$ cat config.mk
export PLATFORM = sky130hd
export DESIGN_NAME = icache_nway_flat
export DESIGN_NICKNAME = d
export VERILOG_FILES = /design/src/rtl/icache_pkg.sv /design/src/rtl/icache_nway_if.sv /design/src/rtl/icache_way.sv /design/src/rtl/icache_nway.sv /design/src/flat_wrapper.sv
export SDC_FILE = /design/constraint.sdc
export NUM_CORES = 2
export LEC_CHECK = 0
export ABC_AREA = 1
export BUFFER_PORTS_ARGS = -buffer_cell sky130_fd_sc_hd__buf_2
export CAP_MARGIN = 20
export CELL_PAD_IN_SITES_DETAIL_PLACEMENT = 2
export CELL_PAD_IN_SITES_GLOBAL_PLACEMENT = 2
export CORE_UTILIZATION = 44
export CTS_CLUSTER_SIZE = 40
export DETAILED_ROUTE_END_ITERATION = 16
export GPL_TIMING_DRIVEN = 0
export PLACE_DENSITY_LB_ADDON = 0.1
export SETUP_SLACK_MARGIN = 0.3
export SYNTH_ARGS = -nofsm -noshare
export SYNTH_HDL_FRONTEND = slang
export SYNTH_SLANG_ARGS = --single-unit
$ cat constraint.sdc
create_clock -name clk -period 4.79 [get_ports clk]
set_input_delay 0.7185 -clock clk [delete_from_list [all_inputs] [get_ports clk]]
set_output_delay 0.7185 -clock clk [all_outputs]
set_load 0.01 [all_outputs]
$ cat src/rtl/icache_pkg.sv
// Shared types and default geometry for the n-way instruction cache.
// Latency: n/a (declarations only).
// Backpressure: n/a.
package icache_pkg;

    typedef enum logic [2:0] {
        ST_IDLE,
        ST_REQ,
        ST_FILL,
        ST_DRAIN,
        ST_DELIVER
    } state_e;

    localparam int DEF_DATABITS     = 32;
    localparam int DEF_ADDRBITS     = 32;
    localparam int DEF_LINEWORDBITS = 5;
    localparam int DEF_LINENUM      = 4;
    localparam int DEF_TTLBITS      = 8;
    localparam int DEF_LINEWORDS    = 1 << DEF_LINEWORDBITS;
    localparam int DEF_TAGBITS      = DEF_ADDRBITS - DEF_LINEWORDBITS - 2;
    localparam int DEF_IDXBITS      = $clog2(DEF_LINENUM);

    // A zero burst length still moves one word per request.
    function automatic logic [15:0] burst_load(input logic [15:0] len);
        return (len == 16'd0) ? 16'd1 : len;
    endfunction

endpackage

$ cat src/rtl/icache_nway_if.sv
// Fetch-side and memory-side signal bundle of the instruction cache.
// Latency: n/a (wiring only).
// Backpressure: icache_ready gates fetch requests; memory side is strobe-driven.
interface icache_nway_if #(
    parameter int DATABITS = 32,
    parameter int ADDRBITS = 32
);
    logic [ADDRBITS-1:0] icache_addr;
    logic                icache_rdreq;
    logic                icache_invalidate;
    logic                icache_ready;
    logic [DATABITS-1:0] icache_out;
    logic                icache_out_valid;
    logic [ADDRBITS-1:0] mem_addr;
    logic                mem_rdreq;
    logic [DATABITS-1:0] mem_out;
    logic                mem_out_valid;
    logic [15:0]         mem_burstlen;

    // Fetch unit plus memory controller side.
    modport master (
        output icache_addr, icache_rdreq, icache_invalidate,
        input  icache_ready, icache_out, icache_out_valid,
        input  mem_addr, mem_rdreq,
        output mem_out, mem_out_valid, mem_burstlen
    );

    // Cache side.
    modport slave (
        input  icache_addr, icache_rdreq, icache_invalidate,
        output icache_ready, icache_out, icache_out_valid,
        output mem_addr, mem_rdreq,
        input  mem_out, mem_out_valid, mem_burstlen
    );
endinterface

$ cat src/rtl/icache_way.sv
// One cache way: line data RAM, tag, valid bit and saturating age counter.
// Latency: hit and read data are combinational from the stored state.
// Backpressure: none; controlled entirely by the parent's fill controller.
module icache_way
    import icache_pkg::*;
#(
    parameter int DATABITS     = DEF_DATABITS,
    parameter int LINEWORDBITS = DEF_LINEWORDBITS,
    parameter int TAGBITS      = DEF_TAGBITS,
    parameter int TTLBITS      = DEF_TTLBITS
) (
    input  logic                    clk,
    input  logic                    reset,
    input  logic [TAGBITS-1:0]      lookup_tag,
    output logic                    hit,
    input  logic [LINEWORDBITS-1:0] rd_word,
    output logic [DATABITS-1:0]     rd_data,
    input  logic                    wr_en,
    input  logic [LINEWORDBITS-1:0] wr_word,
    input  logic [DATABITS-1:0]     wr_data,
    input  logic                    set_line,
    input  logic [TAGBITS-1:0]      set_tag,
    input  logic                    clr_valid,
    input  logic                    age_inc,
    input  logic                    age_clr,
    output logic                    valid,
    output logic [TTLBITS-1:0]      age
);
    localparam int LINEWORDS = 1 << LINEWORDBITS;

    logic [DATABITS-1:0] data_mem [LINEWORDS];
    logic [TAGBITS-1:0]  tag_q, tag_d;
    logic                valid_q, valid_d;
    logic [TTLBITS-1:0]  age_q, age_d;

    assign hit     = valid_q && (tag_q == lookup_tag);
    assign rd_data = data_mem[rd_word];
    assign valid   = valid_q;
    assign age     = age_q;

    // Line data is written only by the fill controller; valid bit guards stale contents.
    always_ff @(posedge clk) begin
        if (wr_en) begin
            data_mem[wr_word] <= wr_data;
        end
    end

    // Next tag/valid/age; a clear always beats a line install.
    always_comb begin
        tag_d   = tag_q;
        valid_d = valid_q;
        age_d   = age_q;
        if (set_line) begin
            tag_d   = set_tag;
            valid_d = 1'b1;
            age_d   = '0;
        end else if (age_clr) begin
            age_d = '0;
        end else if (age_inc && (age_q != {TTLBITS{1'b1}})) begin
            age_d = age_q + 1'b1;
        end
        if (clr_valid) begin
            valid_d = 1'b0;
        end
    end

    // Way state registers.
    always_ff @(posedge clk) begin
        if (reset) begin
            tag_q   <= '0;
            valid_q <= 1'b0;
            age_q   <= '0;
        end else begin
            tag_q   <= tag_d;
            valid_q <= valid_d;
            age_q   <= age_d;
        end
    end

endmodule

$ cat src/rtl/icache_nway.sv
// Fully-associative n-way instruction cache with burst line fill and age-based victim choice.
// Latency: hit one cycle after request; miss ready drops next cycle until the line is delivered.
// Backpressure: icache_ready low from the cycle after a miss until the cycle after delivery.
module icache_nway
    import icache_pkg::*;
#(
    parameter int DATABITS     = DEF_DATABITS,
    parameter int ADDRBITS     = DEF_ADDRBITS,
    parameter int LINEWORDBITS = DEF_LINEWORDBITS,
    parameter int LINENUM      = DEF_LINENUM,
    parameter int TTLBITS      = DEF_TTLBITS
) (
    input  logic         clk,
    input  logic         reset,
    icache_nway_if.slave bus
);
    localparam int LINEWORDS = 1 << LINEWORDBITS;
    localparam int TAGBITS   = ADDRBITS - LINEWORDBITS - 2;
    localparam int IDXBITS   = $clog2(LINENUM);
    localparam int WFBITS    = LINEWORDBITS + 1;

    logic [TAGBITS-1:0]      req_tag;
    logic [LINEWORDBITS-1:0] req_word;
    logic                    unused_addr_lsb;

    assign req_tag         = bus.icache_addr[ADDRBITS-1:LINEWORDBITS+2];
    assign req_word        = bus.icache_addr[LINEWORDBITS+1:2];
    assign unused_addr_lsb = ^bus.icache_addr[1:0];

    logic [LINENUM-1:0]  hit_vec;
    logic [LINENUM-1:0]  way_valid;
    logic [TTLBITS-1:0]  way_age  [LINENUM];
    logic [DATABITS-1:0] way_data [LINENUM];

    state_e                  state_q, state_d;
    logic                    ready_q, ready_d;
    logic [DATABITS-1:0]     out_q, out_d;
    logic                    out_valid_q, out_valid_d;
    logic                    mem_rdreq_q, mem_rdreq_d;
    logic [ADDRBITS-1:0]     mem_addr_q, mem_addr_d;
    logic [TAGBITS-1:0]      tag_q, tag_d;
    logic [LINEWORDBITS-1:0] word_q, word_d;
    logic [IDXBITS-1:0]      victim_q, victim_d;
    logic [WFBITS-1:0]       wf_q, wf_d, wf_next;
    logic [15:0]             bc_q, bc_d;
    logic                    inv_pend_q, inv_pend_d;

    logic               hit_any, hit_eff, accept, miss_clr, fill_wr, set_line, clr_all;
    logic [IDXBITS-1:0] hit_idx, vic_idx, inv_idx, old_idx;
    logic               inv_found;
    logic [TTLBITS-1:0] old_age;

    assign hit_eff = hit_any && !bus.icache_invalidate;

    for (genvar i = 0; i < LINENUM; i++) begin : g_way
        logic sel_hit;
        assign sel_hit = hit_eff && hit_vec[i];
        icache_way #(
            .DATABITS    (DATABITS),
            .LINEWORDBITS(LINEWORDBITS),
            .TAGBITS     (TAGBITS),
            .TTLBITS     (TTLBITS)
        ) u_way (
            .clk       (clk),
            .reset     (reset),
            .lookup_tag(req_tag),
            .hit       (hit_vec[i]),
            .rd_word   (req_word),
            .rd_data   (way_data[i]),
            .wr_en     (fill_wr && (victim_q == IDXBITS'(i))),
            .wr_word   (wf_q[LINEWORDBITS-1:0]),
            .wr_data   (bus.mem_out),
            .set_line  (set_line && (victim_q == IDXBITS'(i))),
            .set_tag   (tag_q),
            .clr_valid (clr_all || (miss_clr && (vic_idx == IDXBITS'(i)))),
            .age_inc   (accept && way_valid[i] && !sel_hit),
            .age_clr   (accept && sel_hit),
            .valid     (way_valid[i]),
            .age       (way_age[i])
        );
    end

    // Encode the (at most one) matching way.
    always_comb begin
        hit_any = 1'b0;
        hit_idx = '0;
        for (int i = 0; i < LINENUM; i++) begin
            if (hit_vec[i]) begin
                hit_any = 1'b1;
                hit_idx = IDXBITS'(i);
            end
        end
    end

    // Victim: lowest invalid way, else oldest way with ties going to the lower index.
    always_comb begin
        inv_found = 1'b0;
        inv_idx   = '0;
        old_idx   = '0;
        old_age   = way_age[0];
        for (int i = LINENUM - 1; i >= 0; i--) begin
            if (!way_valid[i]) begin
                inv_found = 1'b1;
                inv_idx   = IDXBITS'(i);
            end
        end
        for (int i = 1; i < LINENUM; i++) begin
            if (way_age[i] > old_age) begin
                old_age = way_age[i];
                old_idx = IDXBITS'(i);
            end
        end
        vic_idx = inv_found ? inv_idx : old_idx;
    end

    // Miss/fill controller; the requested word is captured into the output register as it streams past.
    always_comb begin
        state_d     = state_q;
        ready_d     = ready_q;
        out_d       = out_q;
        out_valid_d = 1'b0;
        mem_rdreq_d = 1'b0;
        mem_addr_d  = mem_addr_q;
        tag_d       = tag_q;
        word_d      = word_q;
        victim_d    = victim_q;
        wf_d        = wf_q;
        wf_next     = wf_q + 1'b1;
        bc_d        = bc_q;
        inv_pend_d  = inv_pend_q;
        accept      = 1'b0;
        miss_clr    = 1'b0;
        fill_wr     = 1'b0;
        set_line    = 1'b0;
        clr_all     = 1'b0;
        if (bus.icache_invalidate && (state_q != ST_IDLE) && (state_q != ST_DELIVER)) begin
            inv_pend_d = 1'b1;
        end
        case (state_q)
            ST_IDLE: begin
                clr_all = bus.icache_invalidate;
                accept  = bus.icache_rdreq && ready_q;
                if (accept) begin
                    if (hit_eff) begin
                        out_d       = way_data[hit_idx];
                        out_valid_d = 1'b1;
                    end else begin
                        tag_d       = req_tag;
                        word_d      = req_word;
                        victim_d    = vic_idx;
                        miss_clr    = 1'b1;
                        wf_d        = '0;
                        mem_addr_d  = {req_tag, {LINEWORDBITS{1'b0}}, 2'b00};
                        mem_rdreq_d = 1'b1;
                        ready_d     = 1'b0;
                        state_d     = ST_REQ;
                    end
                end
            end
            ST_REQ: begin
                bc_d    = burst_load(bus.mem_burstlen);
                state_d = ST_FILL;
            end
            ST_FILL: begin
                if (bus.mem_out_valid) begin
                    fill_wr = 1'b1;
                    wf_d    = wf_next;
                    bc_d    = bc_q - 16'd1;
                    if (wf_q[LINEWORDBITS-1:0] == word_q) begin
                        out_d = bus.mem_out;
                    end
                    if (wf_q == WFBITS'(LINEWORDS - 1)) begin
                        if (bc_q == 16'd1) begin
                            out_valid_d = 1'b1;
                            state_d     = ST_DELIVER;
                        end else begin
                            state_d = ST_DRAIN;
                        end
                    end else if (bc_q == 16'd1) begin
                        mem_rdreq_d = 1'b1;
                        mem_addr_d  = {tag_q, wf_next[LINEWORDBITS-1:0], 2'b00};
                        state_d     = ST_REQ;
                    end
                end
            end
            ST_DRAIN: begin
                if (bus.mem_out_valid) begin
                    bc_d = bc_q - 16'd1;
                    if (bc_q == 16'd1) begin
                        out_valid_d = 1'b1;
                        state_d     = ST_DELIVER;
                    end
                end
            end
            ST_DELIVER: begin
                set_line   = 1'b1;
                clr_all    = inv_pend_q || bus.icache_invalidate;
                inv_pend_d = 1'b0;
                ready_d    = 1'b1;
                state_d    = ST_IDLE;
            end
            default: begin
                state_d = ST_IDLE;
                ready_d = 1'b1;
            end
        endcase
    end

    // Controller registers; reset aborts any fill in progress.
    always_ff @(posedge clk) begin
        if (reset) begin
            state_q     <= ST_IDLE;
            ready_q     <= 1'b1;
            out_q       <= '0;
            out_valid_q <= 1'b0;
            mem_rdreq_q <= 1'b0;
            mem_addr_q  <= '0;
            tag_q       <= '0;
            word_q      <= '0;
            victim_q    <= '0;
            wf_q        <= '0;
            bc_q        <= '0;
            inv_pend_q  <= 1'b0;
        end else begin
            state_q     <= state_d;
            ready_q     <= ready_d;
            out_q       <= out_d;
            out_valid_q <= out_valid_d;
            mem_rdreq_q <= mem_rdreq_d;
            mem_addr_q  <= mem_addr_d;
            tag_q       <= tag_d;
            word_q      <= word_d;
            victim_q    <= victim_d;
            wf_q        <= wf_d;
            bc_q        <= bc_d;
            inv_pend_q  <= inv_pend_d;
        end
    end

    assign bus.icache_ready     = ready_q;
    assign bus.icache_out       = out_q;
    assign bus.icache_out_valid = out_valid_q;
    assign bus.mem_rdreq        = mem_rdreq_q;
    assign bus.mem_addr         = mem_addr_q;

endmodule
$ cat src/flat_wrapper.sv
// flat-port wrapper written by rule: the top's interface ports become plain ports
module icache_nway_flat import icache_pkg::*;
#(
    parameter int DATABITS     = DEF_DATABITS,
    parameter int ADDRBITS     = DEF_ADDRBITS,
    parameter int LINEWORDBITS = DEF_LINEWORDBITS,
    parameter int LINENUM      = DEF_LINENUM,
    parameter int TTLBITS      = DEF_TTLBITS
)
  (clk, reset, bus_icache_addr, bus_icache_rdreq, bus_icache_invalidate, bus_icache_ready, bus_icache_out, bus_icache_out_valid, bus_mem_addr, bus_mem_rdreq, bus_mem_out, bus_mem_out_valid, bus_mem_burstlen);
  icache_nway_if #(.DATABITS(DATABITS), .ADDRBITS(ADDRBITS)) bus_i ();
  input  logic clk;
  input  logic reset;
  input wire logic [$bits(bus_i.icache_addr)-1:0] bus_icache_addr;
  input wire logic [$bits(bus_i.icache_rdreq)-1:0] bus_icache_rdreq;
  input wire logic [$bits(bus_i.icache_invalidate)-1:0] bus_icache_invalidate;
  output wire logic [$bits(bus_i.icache_ready)-1:0] bus_icache_ready;
  output wire logic [$bits(bus_i.icache_out)-1:0] bus_icache_out;
  output wire logic [$bits(bus_i.icache_out_valid)-1:0] bus_icache_out_valid;
  output wire logic [$bits(bus_i.mem_addr)-1:0] bus_mem_addr;
  output wire logic [$bits(bus_i.mem_rdreq)-1:0] bus_mem_rdreq;
  input wire logic [$bits(bus_i.mem_out)-1:0] bus_mem_out;
  input wire logic [$bits(bus_i.mem_out_valid)-1:0] bus_mem_out_valid;
  input wire logic [$bits(bus_i.mem_burstlen)-1:0] bus_mem_burstlen;
  assign bus_i.icache_addr = bus_icache_addr;
  assign bus_i.icache_rdreq = bus_icache_rdreq;
  assign bus_i.icache_invalidate = bus_icache_invalidate;
  assign bus_icache_ready = bus_i.icache_ready;
  assign bus_icache_out = bus_i.icache_out;
  assign bus_icache_out_valid = bus_i.icache_out_valid;
  assign bus_mem_addr = bus_i.mem_addr;
  assign bus_mem_rdreq = bus_i.mem_rdreq;
  assign bus_i.mem_out = bus_mem_out;
  assign bus_i.mem_out_valid = bus_mem_out_valid;
  assign bus_i.mem_burstlen = bus_mem_burstlen;
  icache_nway #(.DATABITS(DATABITS), .ADDRBITS(ADDRBITS), .LINEWORDBITS(LINEWORDBITS), .LINENUM(LINENUM), .TTLBITS(TTLBITS)) u_core (.clk(clk), .reset(reset), .bus(bus_i));
endmodule
==> reports/metrics.cfg <==
[status]
status=complete, but fails checks
failed_checks=negative setup slack

[clocking]
clockBufferDepth=4
htree_num_levels=5
cts_made_buffers=468
insertion_delay_ns=1.07
cts.sinks=4355
root_buffer=clkbuf_16
cts_tree=built
cts.clk_slew.worst_paths_ns=0.07

[drt]
drc=0
drtAntennaViolNets=0
wirelength_um=882000
wl_per_cell_um=41.2
vias_per_cell=6.58
dr.pass1.iters=6
via_count=141000
drt_iter0_drc=19700

[floorplan]
fp-row-count=231
ios=152
fp.dieH_um=634
die_x_um=634
start_util=0.443
core_area_mm2=0.397
die_area_mm2=0.402

[synthesis]
ys_seq_area_frac=0.730
synthSimpleGateAreaFrac=0.172
yosys_register_bits=4355
async_flop_share=0
avgSynthCellArea_um2=11.8
synthFlopType=edfxtp_1
synth-adder-area-share=0.00242
syn_area_mm2=0.176
synth-edff-count=4096
synth_compound_area_frac=0.0635
ys_types=50
synthMuxAreaShare=0
yosys_warnings=0
synth_cells=14900
synth_xor_area_frac=0.00165
synth_top_family_by_area=simple AND/OR/NAND/NOR gates

[timing]
tightest_slew_ns=1.33
layout_setup_ws_ns=-0.0110
report.final.slew_viol_count=0
setup_viol=1
period_minus_slack_ns=4.80
rsz0062_at_grt=no
final_hold_viol_count=0
setup_tns_ns=-0.0110
fin_worst_skew_ns=0.0412
max_freq_mhz=208
post-route-period-util=1.00
slew_headroom=0.113

[cells_and_area]
final_nets=15900
area_delta_synth_final_pct=16.8
finalNonFillerCells=21400
final_cell_mix=edfxtp_1, nand2_1, nand3_1
drive_gt1_frac=0.107
final_common_cell=edfxtp_1

[hold_path]
hold_path.startpoint=bus_icache_addr[23]
hp-class=primary input to flip-flop

[critical_path]
end_kind=flip-flop
crit_path_max_fanout=11
crit_required_ns=5.75
crit_start=bus_icache_addr[2]
worstPathArrival_ns=5.76
r2r_setup_slack_ns=0.54
r2r_start=u_core.g_way[0].u_way.age[3]
start_kind=primary input
crit_type=primary input to flip-flop

[run]
cap_violations=0

[grt]
grt_pass1_vias=147000
grt_max_degree=99
grt_pass1_wl_um=1200000
grt_usage=0.430
gr-total-overflow=0
antenna_found_initial=75

[placed_design]
place_inst=20500
io_buffer_count=142
place_hpwl_um=598000
place.gp.congestion=1.05

[pwr]
p_per_area_mw_per_mm2=438
p_leak_uw=0.0701
irDropWorstVdd_uv=546

## repair_timing
item | CTS | global route
setup buffers | 5 | 16
gates resized for setup | 32 | 104
endpoints found under the setup margin | 25 | 12
endpoints found under the hold margin | 23 | 0
pin swaps | 4 | 27
hold buffers | 9 | 0
gates cloned | 0 | 2
## cell usage after synthesis (all sizes together) (2+ instances only)
cell type     n  area (um2)
nor4          7        43.8
clkinv        4        15.0
nand3b        8        60.1
a21oi       267        1350
a211oi        2        15.0
a31oi         5        31.3
nand4        17         113
ha           34         425
xnor2        23         201
inv         255         957
o22ai       517        3230
nor3b         4        30.0
o21bai        2        15.0
nor3         17        95.1
nand3      2548       12800
edfxtp     4096      123000
buf         494        2510
a221oi        8        70.1
dfxtp       259        5180
o211ai       17         133
xor2         10        87.6
clkbuf      506        1900
or2           4        25.0
o21ai      1253        6280
nand2      3164       11900
nor2       1337        5080
## metrics by stage
| stage | power, uW | util | hold slack [ns] | setup WS (ns) | instance area [um2] |
|---|---|---|---|---|---|
| global route | 91000 | 0.517 | 0.0660 | 0.229 | 205000 |
| detailed placement | 52200 | 0.476 | 0.467 | -1.14 | 189000 |
| global placement | 51500 | 0.461 | 0.456 | -1.75 | 183000 |
| floorplan | 47100 | - | 0.444 | 0.701 | 176000 |
| finish | 89700 | 0.517 | 0.0616 | -0.0110 | 205000 |
| CTS | 89200 | 0.515 | 0.0207 | 0.189 | 204000 |
## per-layer routing
| layer | vias up | part of all wire | wire length (um) | GRT usage |
|---|---|---|---|---|
| met5 | - | 0.00030 | 265 | 0 |
| met4 | 36 | 0.089 | 78800 | 0.326 |
| met3 | 2571 | 0.10 | 89800 | 0.0996 |
| met2 | 9445 | 0.45 | 400000 | 0.672 |
| met1 | 73700 | 0.36 | 313000 | 0.521 |
| li1 | 55300 | - | - | - |
## flip-flops by register name, summed over array words and instances (netlist names)
name,count
u_core.bus.icache_out,32
u_core.g_way.u_way.tag_q,100
u_core.bc_q,16
u_core.word_q,5
u_core.tag_q,25
u_core.inv_pend_q,1
u_core.bus.mem_rdreq,1
u_core.bus.icache_ready,1
u_core.victim_q,2
u_core.wf_q,6
u_core.state_q,3
u_core.bus.icache_out_valid,1
u_core.g_way.u_way.data_mem,4096
u_core.g_way.u_way.valid,4
u_core.g_way.u_way.age,32
u_core.bus.mem_addr,30
## worst max-delay path, stage by stage
cell	delay (ns)
buf_4	0.28
buf_6	0.27
buf_4	0.22
buf_4	0.47
buf_4	0.59
buf_4	0.34
nor2_1	0.07
o22ai_1	0.32
nand2_1	0.13
nand3_1	0.22
nand3_1	0.49
nand3_1	0.44
nand3_1	0.27
nand2_1	0.46
nand2_1	0.09
a21oi_1	0.16
## power breakdown
group	internal (uW)	switching (uW)	total (uW)
logic	2030	7390	9420
registers	42000	543	42500
clock network	21200	16600	37800
total	65200	24500	89700
## cell type report
| class | count | area (um2) |
|---|---|---|
| clock inverters | 296 | 3020 |
| multi-input cells | 9251 | 43300 |
| clock buffers | 575 | 12300 |
| well taps | 5242 | 6560 |
| diodes | 47 | 118 |
| flip-flops and latches | 4355 | 128000 |
| fillers | 38100 | 192000 |
| inverters | 259 | 982 |
| plain buffers | 1000 | 4450 |
| repair buffers | 404 | 6080 |
## worst paths after layout
check	to	cells past startpoint
max reg2reg	u_core.victim_q[1]	30
max	u_core.bus.icache_out[13]	16
min	u_core.tag_q[16]	3
min reg2reg	u_core.g_way[2].u_way.tag_q[17]	2
## kinds of logic (layout without fill, tap and decap cells)
| group | after synthesis | in the layout |
|---|---|---|
| xor gates and xnor gates | 33 | 33 |
| buffers and inverters | 1259 | 2534 |
| and+or+nand+nor | 7108 | 7108 |
| adders and majority gates | 34 | 34 |
| other | 1 | 49 |
| DFF | 4355 | 4355 |
| AOI/OAI and AO/OA | 2074 | 2074 |
Note: power is estimated with default switching activity, not from simulation.
